--- src/rtl/crc_mem_reader_pkg.sv ---
// Shared constants, FSM state type and the bit-serial CRC-32/BZIP2 word step for crc_mem_reader.
package crc_mem_pkg;

  localparam logic [31:0] CRC_POLY   = 32'h04C11DB7;
  localparam logic [31:0] CRC_INIT   = 32'hFFFFFFFF;
  localparam logic [31:0] CRC_XOROUT = 32'hFFFFFFFF;

  typedef enum logic [2:0] {
    IDLE  = 3'd0,
    READ  = 3'd1,
    DRAIN = 3'd2,
    WB    = 3'd3,
    DONE  = 3'd4
  } state_t;

  // Folds one 32-bit word into the running CRC, bit 31 first, no reflection.
  function automatic logic [31:0] crc32_d32(input logic [31:0] crc, input logic [31:0] data);
    logic [31:0] c;
    c = crc;
    for (int i = 31; i >= 0; i--) begin
      if (c[31] ^ data[i]) c = {c[30:0], 1'b0} ^ CRC_POLY;
      else                 c = {c[30:0], 1'b0};
    end
    return c;
  endfunction

endpackage

--- src/rtl/crc_mem_reader_if.sv ---
// Avalon-MM bus between the CRC reader (master) and the on-chip memory s1 port (slave).
interface crc_mem_reader_if #(
  parameter int ADDR_W = 16,
  parameter int DATA_W = 32
) ();

  logic [ADDR_W-1:0]   address;
  logic                chipselect;
  logic                write;
  logic [DATA_W/8-1:0] byteenable;
  logic [DATA_W-1:0]   writedata;
  logic                clken;
  logic [DATA_W-1:0]   readdata;

  modport master (
    output address, chipselect, write, byteenable, writedata, clken,
    input  readdata
  );

  modport slave (
    input  address, chipselect, write, byteenable, writedata, clken,
    output readdata
  );

endinterface

--- src/rtl/crc_mem_reader_crc32_step.sv ---
// Combinational 32-bit-parallel next-CRC for one memory word.
module crc32_step
  import crc_mem_pkg::*;
(
  input  logic [31:0] crc,
  input  logic [31:0] data,
  output logic [31:0] crc_next
);

  assign crc_next = crc32_d32(crc, data);

endmodule

--- src/rtl/crc_mem_reader.sv ---
// Streams word_count words from base_addr over Avalon-MM and reports their CRC-32/BZIP2.
// Optional write-back of the CRC after the last word: define CRC_WRITEBACK_EN.
module crc_mem_reader
  import crc_mem_pkg::*;
#(
  parameter int ADDR_W = 16,
  parameter int DATA_W = 32,
  parameter int CNT_W  = 17
) (
  input  logic              clk,
  input  logic              reset,
  // Control handshake: start is a 1-cycle request taken only in IDLE (ignored otherwise,
  // never queued); busy covers the whole job; done pulses once with crc_out already valid.
  input  logic              start,
  input  logic [ADDR_W-1:0] base_addr,
  input  logic [CNT_W-1:0]  word_count,
  output logic              busy,
  output logic              done,
  output logic [31:0]       crc_out,
  output state_t            state_dbg,
  crc_mem_reader_if.master  mem
);

  state_t            state_q, state_d;
  logic [ADDR_W-1:0] addr_q;
  logic [CNT_W-1:0]  remaining_q;
  logic [31:0]       crc_q;
  logic [31:0]       crc_next;
  logic [31:0]       crc_fold;
  logic              rd_vld_q;
  logic              cs;
`ifdef CRC_WRITEBACK_EN
  logic              wr;
  logic [DATA_W-1:0] wdata;
`endif

  crc32_step u_step (
    .crc      (crc_q),
    .data     (mem.readdata),
    .crc_next (crc_next)
  );

  // Value the CRC register will hold after this edge; used to publish the result early.
  assign crc_fold = rd_vld_q ? crc_next : crc_q;

  always_comb begin
    state_d = state_q;
    cs      = 1'b0;
    busy    = 1'b0;
    done    = 1'b0;
`ifdef CRC_WRITEBACK_EN
    wr      = 1'b0;
    wdata   = '0;
`endif
    case (state_q)
      IDLE: begin
        if (start) begin
          if (word_count != '0) state_d = READ;
`ifdef CRC_WRITEBACK_EN
          else                  state_d = WB;
`else
          else                  state_d = DONE;
`endif
        end
      end
      READ: begin
        cs   = 1'b1;
        busy = 1'b1;
        if (remaining_q == CNT_W'(1)) state_d = DRAIN;
      end
      DRAIN: begin
        busy = 1'b1;
`ifdef CRC_WRITEBACK_EN
        state_d = WB;
`else
        state_d = DONE;
`endif
      end
`ifdef CRC_WRITEBACK_EN
      WB: begin
        busy    = 1'b1;
        cs      = 1'b1;
        wr      = 1'b1;
        wdata   = crc_q ^ CRC_XOROUT;
        state_d = DONE;
      end
`endif
      DONE: begin
        done    = 1'b1;
        state_d = IDLE;
      end
      default: state_d = IDLE;
    endcase
  end

  always_ff @(posedge clk) begin
    if (reset) begin
      state_q     <= IDLE;
      addr_q      <= '0;
      remaining_q <= '0;
      crc_q       <= CRC_INIT;
      rd_vld_q    <= 1'b0;
      crc_out     <= '0;
    end else begin
      state_q <= state_d;
`ifdef CRC_WRITEBACK_EN
      rd_vld_q <= cs & ~wr;
`else
      rd_vld_q <= cs;
`endif
      if (state_q == IDLE && start) begin
        addr_q      <= base_addr;
        remaining_q <= word_count;
        crc_q       <= CRC_INIT;
      end else begin
        if (state_q == READ) begin
          addr_q      <= addr_q + ADDR_W'(1);
          remaining_q <= remaining_q - CNT_W'(1);
        end
        if (rd_vld_q) crc_q <= crc_next;
      end
      if (state_d == DONE) begin
        if (state_q == IDLE) crc_out <= CRC_INIT ^ CRC_XOROUT;
        else                 crc_out <= crc_fold ^ CRC_XOROUT;
      end
    end
  end

  // Reset gates the strobes combinationally so an aborted read stops on the same cycle.
  assign mem.address    = addr_q;
  assign mem.chipselect = cs & ~reset;
  assign mem.byteenable = '1;
  assign mem.clken      = 1'b1;
`ifdef CRC_WRITEBACK_EN
  assign mem.write      = wr & ~reset;
  assign mem.writedata  = wdata;
`else
  assign mem.write      = 1'b0;
  assign mem.writedata  = '0;
`endif

  assign state_dbg = state_q;

endmodule

--- src/flat_wrapper.sv ---
// flat-port wrapper written by rule: the top's interface ports become plain ports
module crc_mem_reader_flat import crc_mem_pkg::*;
#(
  parameter int ADDR_W = 16,
  parameter int DATA_W = 32,
  parameter int CNT_W  = 17
)
  (clk, reset, start, base_addr, word_count, busy, done, crc_out, state_dbg, mem_address, mem_chipselect, mem_write, mem_byteenable, mem_writedata, mem_clken, mem_readdata);
  crc_mem_reader_if #(.ADDR_W(ADDR_W), .DATA_W(DATA_W)) mem_i ();
  input  logic clk;
  input  logic reset;
  input  logic start;
  input  logic [ADDR_W-1:0] base_addr;
  input  logic [CNT_W-1:0] word_count;
  output logic busy;
  output logic done;
  output logic [31:0] crc_out;
  output state_t state_dbg;
  output wire logic [$bits(mem_i.address)-1:0] mem_address;
  output wire logic [$bits(mem_i.chipselect)-1:0] mem_chipselect;
  output wire logic [$bits(mem_i.write)-1:0] mem_write;
  output wire logic [$bits(mem_i.byteenable)-1:0] mem_byteenable;
  output wire logic [$bits(mem_i.writedata)-1:0] mem_writedata;
  output wire logic [$bits(mem_i.clken)-1:0] mem_clken;
  input wire logic [$bits(mem_i.readdata)-1:0] mem_readdata;
  assign mem_address = mem_i.address;
  assign mem_chipselect = mem_i.chipselect;
  assign mem_write = mem_i.write;
  assign mem_byteenable = mem_i.byteenable;
  assign mem_writedata = mem_i.writedata;
  assign mem_clken = mem_i.clken;
  assign mem_i.readdata = mem_readdata;
  crc_mem_reader #(.ADDR_W(ADDR_W), .DATA_W(DATA_W), .CNT_W(CNT_W)) u_core (.clk(clk), .reset(reset), .start(start), .base_addr(base_addr), .word_count(word_count), .busy(busy), .done(done), .crc_out(crc_out), .state_dbg(state_dbg), .mem(mem_i));
endmodule
--- config.mk ---
export PLATFORM = sky130hd
export DESIGN_NAME = crc_mem_reader_flat
export DESIGN_NICKNAME = d
export VERILOG_FILES = /design/src/rtl/crc_mem_reader_pkg.sv /design/src/rtl/crc_mem_reader_if.sv /design/src/rtl/crc_mem_reader_crc32_step.sv /design/src/rtl/crc_mem_reader.sv /design/src/flat_wrapper.sv
export SDC_FILE = /design/constraint.sdc
export NUM_CORES = 1
export LEC_CHECK = 0
export ABC_AREA = 1
export BUFFER_PORTS_ARGS = -buffer_cell sky130_fd_sc_hd__clkbuf_2
export CORE_AREA = 4 4 134 136
export CTS_CLUSTER_SIZE = 40
export DETAILED_ROUTE_END_ITERATION = 10
export DIE_AREA = 0 0 138 140
export PLACE_DENSITY_LB_ADDON = 0.12
export SLEW_MARGIN = 20
export SYNTH_ARGS = -nofsm -noshare
export SYNTH_HDL_FRONTEND = slang
export SYNTH_SLANG_ARGS = --single-unit
--- constraint.sdc ---
create_clock -name clk -period 3.4 [get_ports clk]
set_input_delay 0.68 -clock clk [delete_from_list [all_inputs] [get_ports clk]]
set_output_delay 0.68 -clock clk [all_outputs]
set_load 0.01 [all_outputs]
==> run metrics <==
largest net degree at the start of global routing=60; CTS tree=done; final wirelength=34.69 mm; Sum Neg Setup Slack=0 ns; CTS max path bufs=2; mapped cell area=9768 sq um; Port Buffer Count=121; CP max stage delay=0.17 ns; critical path type=in -> reg; count of different cell masters after synthesis=46; sequential area share after synthesis=20.70%; Final Hold Fails=0; Die Y=140 um; Synth area leaders=nand2_1 (26%), dfxtp_1 (21%), nand3_1 (10%); vias in the first global route=10310; Hold Path Class=reg -> reg; die area=19320 sq um; CP dominant cell by count=nand2_2; DRC viols=0; Peak Freq=298.2 MHz; Slew @ Worst Pin=1.089 ns; most common cell after layout, fill and taps aside=nand2_1; GRT Util Overall=33.36%; 1st-pass router iterations=5; warnings from Yosys=0; Wirelength per Cell=15.93 um; crit path max fanout=8; Slew Limit Headroom=27.33%; maximum level of the CTS H-tree=3; Final Skew=0.01486 ns; prevailing post-synth register cell=dfxtp_1; # nets final=2019; CTS sink count=101; grt total ovfl=0; crit end category=flip-flop; endpoints failing setup=0; share of layout cells above drive strength 1=34.46%; Slew Limit Fails=0; initial core utilization=57.68%; diodes inserted=0; commonest non-fill, non-tap cells in the layout=nand2_1 (581), buf_4 (191), nand3_1 (162); Top-Level Pins=160; largest area contributor in the netlist=nand2_1; Clock transition at path regs=0.08 ns; CP Data Required Time=3.62 ns; syn avg cell area=5.902 sq um; fin crit period=3.353 ns; hold_buf cts=0; EDFF count, synth=0; detailed placer's ending HPWL=27.48 mm; Max Cap Violations=0; Tcrit/Tclk final=98.62%; ys async rst share=0%; Rows=48; Yosys reg bits=101; GPL Wtd Cong=0.9958; RSZ-0062 raised after global routing=yes; Die Width=138 um; post-route ant nets=0; DR iter-0 viols=897; crit start category=input port; clk_lat worst skew=0.35 ns; status=finished clean; TritonCTS buffer count=9; vias=11530; first-pass GRT wire length=52.56 mm; CP arrival=3.57 ns; antenna violations before repair=0; Yosys top cell area share=25.52%; root buf cell=clkbuf_16; Synth-to-Final Area Change=34.70%; Via density=5.293; Critical-path top delay cell=buf_4; gate count of the mapped netlist=1655; area of the core=16940 sq um; FILL cells=1314
==> cell usage after synthesis (all sizes together) (3+ instances only) <==
library cell,n
nand2,786
nand3,217
inv,169
dfxtp,101
xor2,82
nor2,51
buf,49
a21oi,44
xnor2,30
clkbuf,24
o21ai,21
a31oi,18
nand4,10
nor3,9
o211ai,9
nand3b,7
nor4,6
or2,5
ha,3
==> layout make-up <==
type	instances	area [sq um]	area share [%]
repair buffers	319	2145	16.30
clock inverters	7	66.31	0.5040
inverters	171	661.9	5.030
flip-flops and latches	101	2023	15.38
clock buffers	9	225.2	1.712
well taps	225	281.5	2.140
multi-input cells	1346	7755	58.94
==> registers in the layout, indices dropped and copies added (netlist names) <==
signal,cells
u_core.rd_vld_q,1
u_core.crc_out,32
u_core.state_dbg,3
u_core.mem.address,16
u_core.remaining_q,17
u_core.crc_q,32
==> kinds of logic after synthesis <==
group,count (synthesis),share of synthesized area [%]
XOR/XNOR,112,10.27
AO/OA/AOI/OAI,102,6.072
other,2,0.07688
buffers and inverters,244,11.13
AND/OR/NAND/NOR,1091,51.36
flip-flops,101,20.70
adder cells (fa/ha/maj),3,0.3843
==> stage by stage <==
step	cells	util [%]	setup WS (ns)	hold slack, ns	cell area [sq um]
global route	2178	77.69	-0.09812	0.4892	13160
floorplan	1691	-	0.3978	0.4573	9903
detailed placement	2136	68.92	-0.3967	0.4583	11670
global placement	2136	68.92	-0.3716	0.4526	11670
finish	2178	77.69	0.04685	0.4677	13160
CTS	2152	70.85	0.0006464	0.4695	12000
==> critical path: cells and delay by family <==
kind | cells | cell delay (ns)
and+or+nand+nor | 21 | 2.06
buffers and inverters | 8 | 0.83
==> worst paths after layout <==
path | slack, ns | from | endpoint | cells after the start
max | 0.05 | mem_readdata[31] | u_core.crc_q[8]$_SDFF_PP1_ | 29
min | 0.47 | u_core.crc_out[11]$_SDFFE_PP0N_ | u_core.crc_out[11]$_SDFFE_PP0N_ | 2
max reg2reg | 0.09 | u_core.crc_q[31]$_SDFF_PP1_ | u_core.crc_q[8]$_SDFF_PP1_ | 28
min reg2reg | 0.47 | u_core.crc_out[11]$_SDFFE_PP0N_ | u_core.crc_out[11]$_SDFFE_PP0N_ | 2
==> routing by layer <==
layer / track usage, % / vias up / wire length, um
li1: - / 5709 / -
met1: 44.91 / 5219 / 14830
met2: 55.52 / 515 / 15960
met3: 3.824 / 85 / 2448
met4: 11.91 / 0 / 1455
met5: 0 / - / 0
==> what timing repair did <==
| action | 4_1_cts | 5_1_grt |
|---|---|---|
| gates resized for setup | 7 | 221 |
| setup endpoints to repair | 9 | 63 |
| pin swaps | 1 | 69 |
| setup buffers | 0 | 26 |
Power is left out: the tool's default activity adds up to more than one toggle a clock period on the data nets, which glitch-free logic cannot reach.
